$ cat src/rtl/score_keeper.sv
// score_keeper: two-player score FSM (IDLE/SERVE/PLAY/POINT/OVER) driving a ball tracker.
// Ports: clk; reset (sync, active-low); start, player1_point, player2_point (level, rising-edge events);
//        game_on / ball_rst_n (high only in PLAY); score1, score2 (saturating 4-bit);
//        game_over (high only in OVER); winner (00 none, 01 player 1, 10 player 2).
// Option: define SCORE_KEEPER_WIN_BY_TWO_EN to require a two-point lead (or a score of 15) to win.
module score_keeper #(
  parameter int unsigned WIN_SCORE   = 7,
  parameter int unsigned SERVE_DELAY = 50_000_000
) (
  input  logic       clk,
  input  logic       reset,
  input  logic       start,
  input  logic       player1_point,
  input  logic       player2_point,
  output logic       game_on,
  output logic       ball_rst_n,
  output logic [3:0] score1,
  output logic [3:0] score2,
  output logic       game_over,
  output logic [1:0] winner
);
  localparam int CW = $clog2(SERVE_DELAY + 1);
  typedef enum logic [2:0] {IDLE, SERVE, PLAY, POINT, OVER} state_t;
  state_t state, state_n;
  logic [CW-1:0] cnt, cnt_n;
  logic [3:0] s1_n, s2_n;
  logic [1:0] win_n;
  logic start_q, p1_q, p2_q, start_blk;
  logic start_ev, p1_ev, p2_ev, win1, win2;
  // start_blk remembers a start that was already high at reset release, so it must drop before counting
  assign start_ev = start & ~start_q & ~start_blk;
  assign p1_ev = player1_point & ~p1_q;
  assign p2_ev = player2_point & ~p2_q;
`ifdef SCORE_KEEPER_WIN_BY_TWO_EN
  assign win1 = score1 >= 4'(WIN_SCORE) && ({1'b0, score1} >= {1'b0, score2} + 5'd2 || score1 == 4'd15);
  assign win2 = score2 >= 4'(WIN_SCORE) && ({1'b0, score2} >= {1'b0, score1} + 5'd2 || score2 == 4'd15);
`else
  assign win1 = score1 >= 4'(WIN_SCORE);
  assign win2 = score2 >= 4'(WIN_SCORE);
`endif
  assign game_on = state == PLAY;
  assign ball_rst_n = state == PLAY;
  assign game_over = state == OVER;
  always_ff @(posedge clk) begin
    if (!reset) begin
      state     <= IDLE;
      cnt       <= '0;
      score1    <= '0;
      score2    <= '0;
      winner    <= '0;
      start_q   <= 1'b0;
      p1_q      <= 1'b0;
      p2_q      <= 1'b0;
      start_blk <= start;
    end else begin
      state     <= state_n;
      cnt       <= cnt_n;
      score1    <= s1_n;
      score2    <= s2_n;
      winner    <= win_n;
      start_q   <= start;
      p1_q      <= player1_point;
      p2_q      <= player2_point;
      start_blk <= start_blk & start;
    end
  end
  always_comb begin
    state_n = state;
    cnt_n   = cnt;
    s1_n    = score1;
    s2_n    = score2;
    win_n   = winner;
    case (state)
      IDLE: if (start_ev) begin
        state_n = SERVE;
        cnt_n   = '0;
      end
      SERVE: if (cnt == CW'(SERVE_DELAY - 1)) state_n = PLAY;
             else cnt_n = cnt + CW'(1);
      PLAY: if (p1_ev | p2_ev) begin
        state_n = POINT;
        s1_n = (p1_ev & ~p2_ev) ? ((score1 == 4'd15) ? score1 : score1 + 4'd1) : score1;
        s2_n = (p2_ev & ~p1_ev) ? ((score2 == 4'd15) ? score2 : score2 + 4'd1) : score2;
      end
      POINT: if (win1 | win2) begin
        state_n = OVER;
        win_n   = win1 ? 2'b01 : 2'b10;
      end else begin
        state_n = SERVE;
        cnt_n   = '0;
      end
      OVER: if (start_ev) begin
        state_n = SERVE;
        cnt_n   = '0;
        s1_n    = '0;
        s2_n    = '0;
        win_n   = '0;
      end
      default: state_n = IDLE;
    endcase
  end
endmodule

$ cat config.mk
export PLATFORM = sky130hd
export DESIGN_NAME = score_keeper
export DESIGN_NICKNAME = d
export VERILOG_FILES = /design/src/rtl/score_keeper.sv
export SDC_FILE = /design/constraint.sdc
export NUM_CORES = 1
export LEC_CHECK = 0
export ABC_AREA = 1
export ABC_CLOCK_PERIOD_IN_PS = 2400
export CAP_MARGIN = 10
export CELL_PAD_IN_SITES_DETAIL_PLACEMENT = 1
export CELL_PAD_IN_SITES_GLOBAL_PLACEMENT = 2
export CORE_AREA = 4 4 93 95
export DETAILED_ROUTE_END_ITERATION = 12
export DIE_AREA = 0 0 97 99
export MAX_ROUTING_LAYER = met4
export PLACE_DENSITY = 0.86
export SLEW_MARGIN = 20
export SYNTH_ARGS = -nofsm -noshare
export SYNTH_HDL_FRONTEND = slang
export SYNTH_SLANG_ARGS = --single-unit
$ cat constraint.sdc
create_clock -name clk -period 2.4 [get_ports clk]
set_input_delay 0.24 -clock clk [delete_from_list [all_inputs] [get_ports clk]]
set_output_delay 0.24 -clock clk [all_outputs]
set_load 0.02 [all_outputs]
==> run metrics <==
dpl ws 0.366 ns; sequential area share after synthesis 0.322; CP Class reg -> reg; height of the die 99 um; drt first pass iters 4; minimum clock period 2.04 ns; worst vdd ir 0.000291 V; Ant. Diodes 0; Post-synth ARST share 0; Inst Count DP 516; YS warnings 0; Primary FF master, synth dfxtp_1; CP arrival 2.24 ns; wire per inst 13.9 um; number of fill cells 1016; area of the multi-input gates 1560 um2; Vias 2545; top-count cell post-synth nand2_1; run status complete, no violations; initial antenna violation count 0; Post-Synthesis Cell Area 2670 um2; Slew @ Worst Pin 0.416 ns; die width 97 um; largest cells by area after synthesis dfxtp_1 32%, nand2_1 14%, nor2_1 7.9%, inv_1 5.9%, a21oi_2 4.9%; DR vias/cell 4.86; setup slack after layout 0.359 ns; Gate power share 0.302; clock transition at the registers of the reported paths 0.09 ns; library cells used by synthesis 37; syn avg cell area 6.63 um2; Worst path slowest cell dfxtp_1; area of the core 7730 um2; clock skew 0.00826 ns; Starting Density 0.346; HPWL after DPL 5670 um; synthesis-stage register bit count 43; placer congestion estimate 0.790; first-pass GRT wire length 12300 um; pwr dens 594 nW/um2; P_sw 0.689 mW; Layout Cells excl Fill 524; GR Overflow Total 0; cells along the critical path ha_1, nand2_1, nor2_1, nand2_1, nor2_2, nand2_1, o21ai_0, nand2_1, nand2_1, inv_1; Min Hold Slack 0.473 ns; Hold WC Path Type reg -> reg; Clock Tree Root clkbuf_8; Crit. End Element flop; Crit path top cell by count nand2_1; register share of total power 0.434; CP Max Fanout 6; Syn Inst Count 403; Die Area 9600 um2; post-synth top area cell dfxtp_1; antenna-violating nets left 0; CTS tree built; final instance area 3010 um2; largest stage delay on the critical path 0.41 ns; slew margin rel. 0.722; Fmax 490 MHz; sw frac 0.385; Synth top cells by count 97 x nand2_1, 56 x nor2_1, 43 x dfxtp_1; Area Overhead vs Synth 12.8%; Req. time, crit path 2.60 ns; FP Rows 32; register area 861 um2; fraction of layout cells with a size suffix above 1 0.168; Total GRT Usage 0.158; Post-DP Area 2930 um2; post-CTS setup buffer count 0; top-level port count 18; Final Routed Wirelength 7290 um; total power 1.79 mW; CTS Buf Count 5; layout net count 429; Post-Syn Nets 411; # hold bufs at CTS 0; DRC Markers 0; post-CTS resize count 0; Post-synth EDFFs 0; setup_tns 0 ns; post-synth top area share 0.322; H-tree depth 2; internal power 1.10 mW; Clock Path Buffers 2; Lkg Pwr 1.11 nW; vias in the first global route 2489; Port Buffers 17; Hold Violations, Final 0; Clock Power Share 0.264; Max-cap violations 0; setup violators final 0; fin util 0.390; Clock Latency Late Sink 0.30 ns; RSZ-0062 raised after global routing false; final period utilization 0.850; largest net degree at the start of global routing 27; First DRT Iteration DRCs 87; Max Slew Vio Count 0; crit path launch type flop; CTS sink count 43
## placed cells by master (no fill, tap or decap), types with 9 or more instances in the layout
cell type,n
nand2_1,97
nor2_1,56
dfxtp_1,43
inv_1,42
nand3_1,23
nand2_2,17
clkdlybuf4s50_1,17
a21oi_2,15
a21oi_1,14
o21ai_0,12
inv_2,11
xor2_1,9
nand4_1,9
## registers in the layout, summed over array words and instances (netlist names)
name / flops
cnt: 26
score1: 4
score2: 4
state: 3
winner: 2
p1_q: 1
p2_q: 1
start_blk: 1
start_q: 1
## routing by layer
metal,track usage,vias up,part of all wire
met1,0.211,1207,0.50
met4,0.0270,0,0.0075
met3,0.0212,6,0.021
li1,-,1308,-
met5,-,-,0
met2,0.261,24,0.47
## layout make-up
class	instances	share of cell area
Timing Repair Buffer	19	0.0615
Inverter	53	0.0660
Tap cell	102	0.0424
Clock inverter	2	0.00415
Sequential cell	43	0.286
Multi-Input combinational cell	299	0.516
Clock buffer	6	0.0241
## power by group through the flow
stage          clock (mW)  sequential (mW)  combinational [mW]
2_1_floorplan           0            0.796               0.422
3_3_place_gp            0            0.791               0.538
3_5_place_dp            0            0.794               0.543
4_1_cts             0.490            0.777               0.547
5_1_grt             0.524            0.781               0.596
6_report            0.473            0.776               0.540
## worst max-delay path, delay by kind of cell (launching register included)
| family | cells | cell delay [ns] |
|---|---|---|
| buffers and inverters | 1 | 0.03 |
| adders and majority gates | 1 | 0.22 |
| DFF | 1 | 0.41 |
| and+or+nand+nor | 7 | 1.08 |
| AOI/OAI and AO/OA | 1 | 0.21 |
## worst paths after layout
| path | start | end | slack [ns] | depth (start not counted) |
|---|---|---|---|---|
| worst max register to register | cnt[0] | cnt[16] | 0.36 | 10 |
| worst min register to register | winner[1] | winner[1] | 0.47 | 2 |
| worst min-delay path | winner[1] | winner[1] | 0.47 | 2 |
| worst max-delay path | cnt[0] | cnt[16] | 0.36 | 10 |
## cell families (layout without fill, tap and decap cells)
kind of cell | count (synthesis) | count (layout) | share of synthesized area
and+or+nand+nor | 231 | 231 | 0.404
buffers and inverters | 61 | 80 | 0.0955
adders and majority gates | 3 | 3 | 0.0141
xor gates and xnor gates | 10 | 10 | 0.0328
DFF | 43 | 43 | 0.322
AOI/OAI and AO/OA | 55 | 55 | 0.132
No activity file was read; power rests on OpenSTA's default activity.
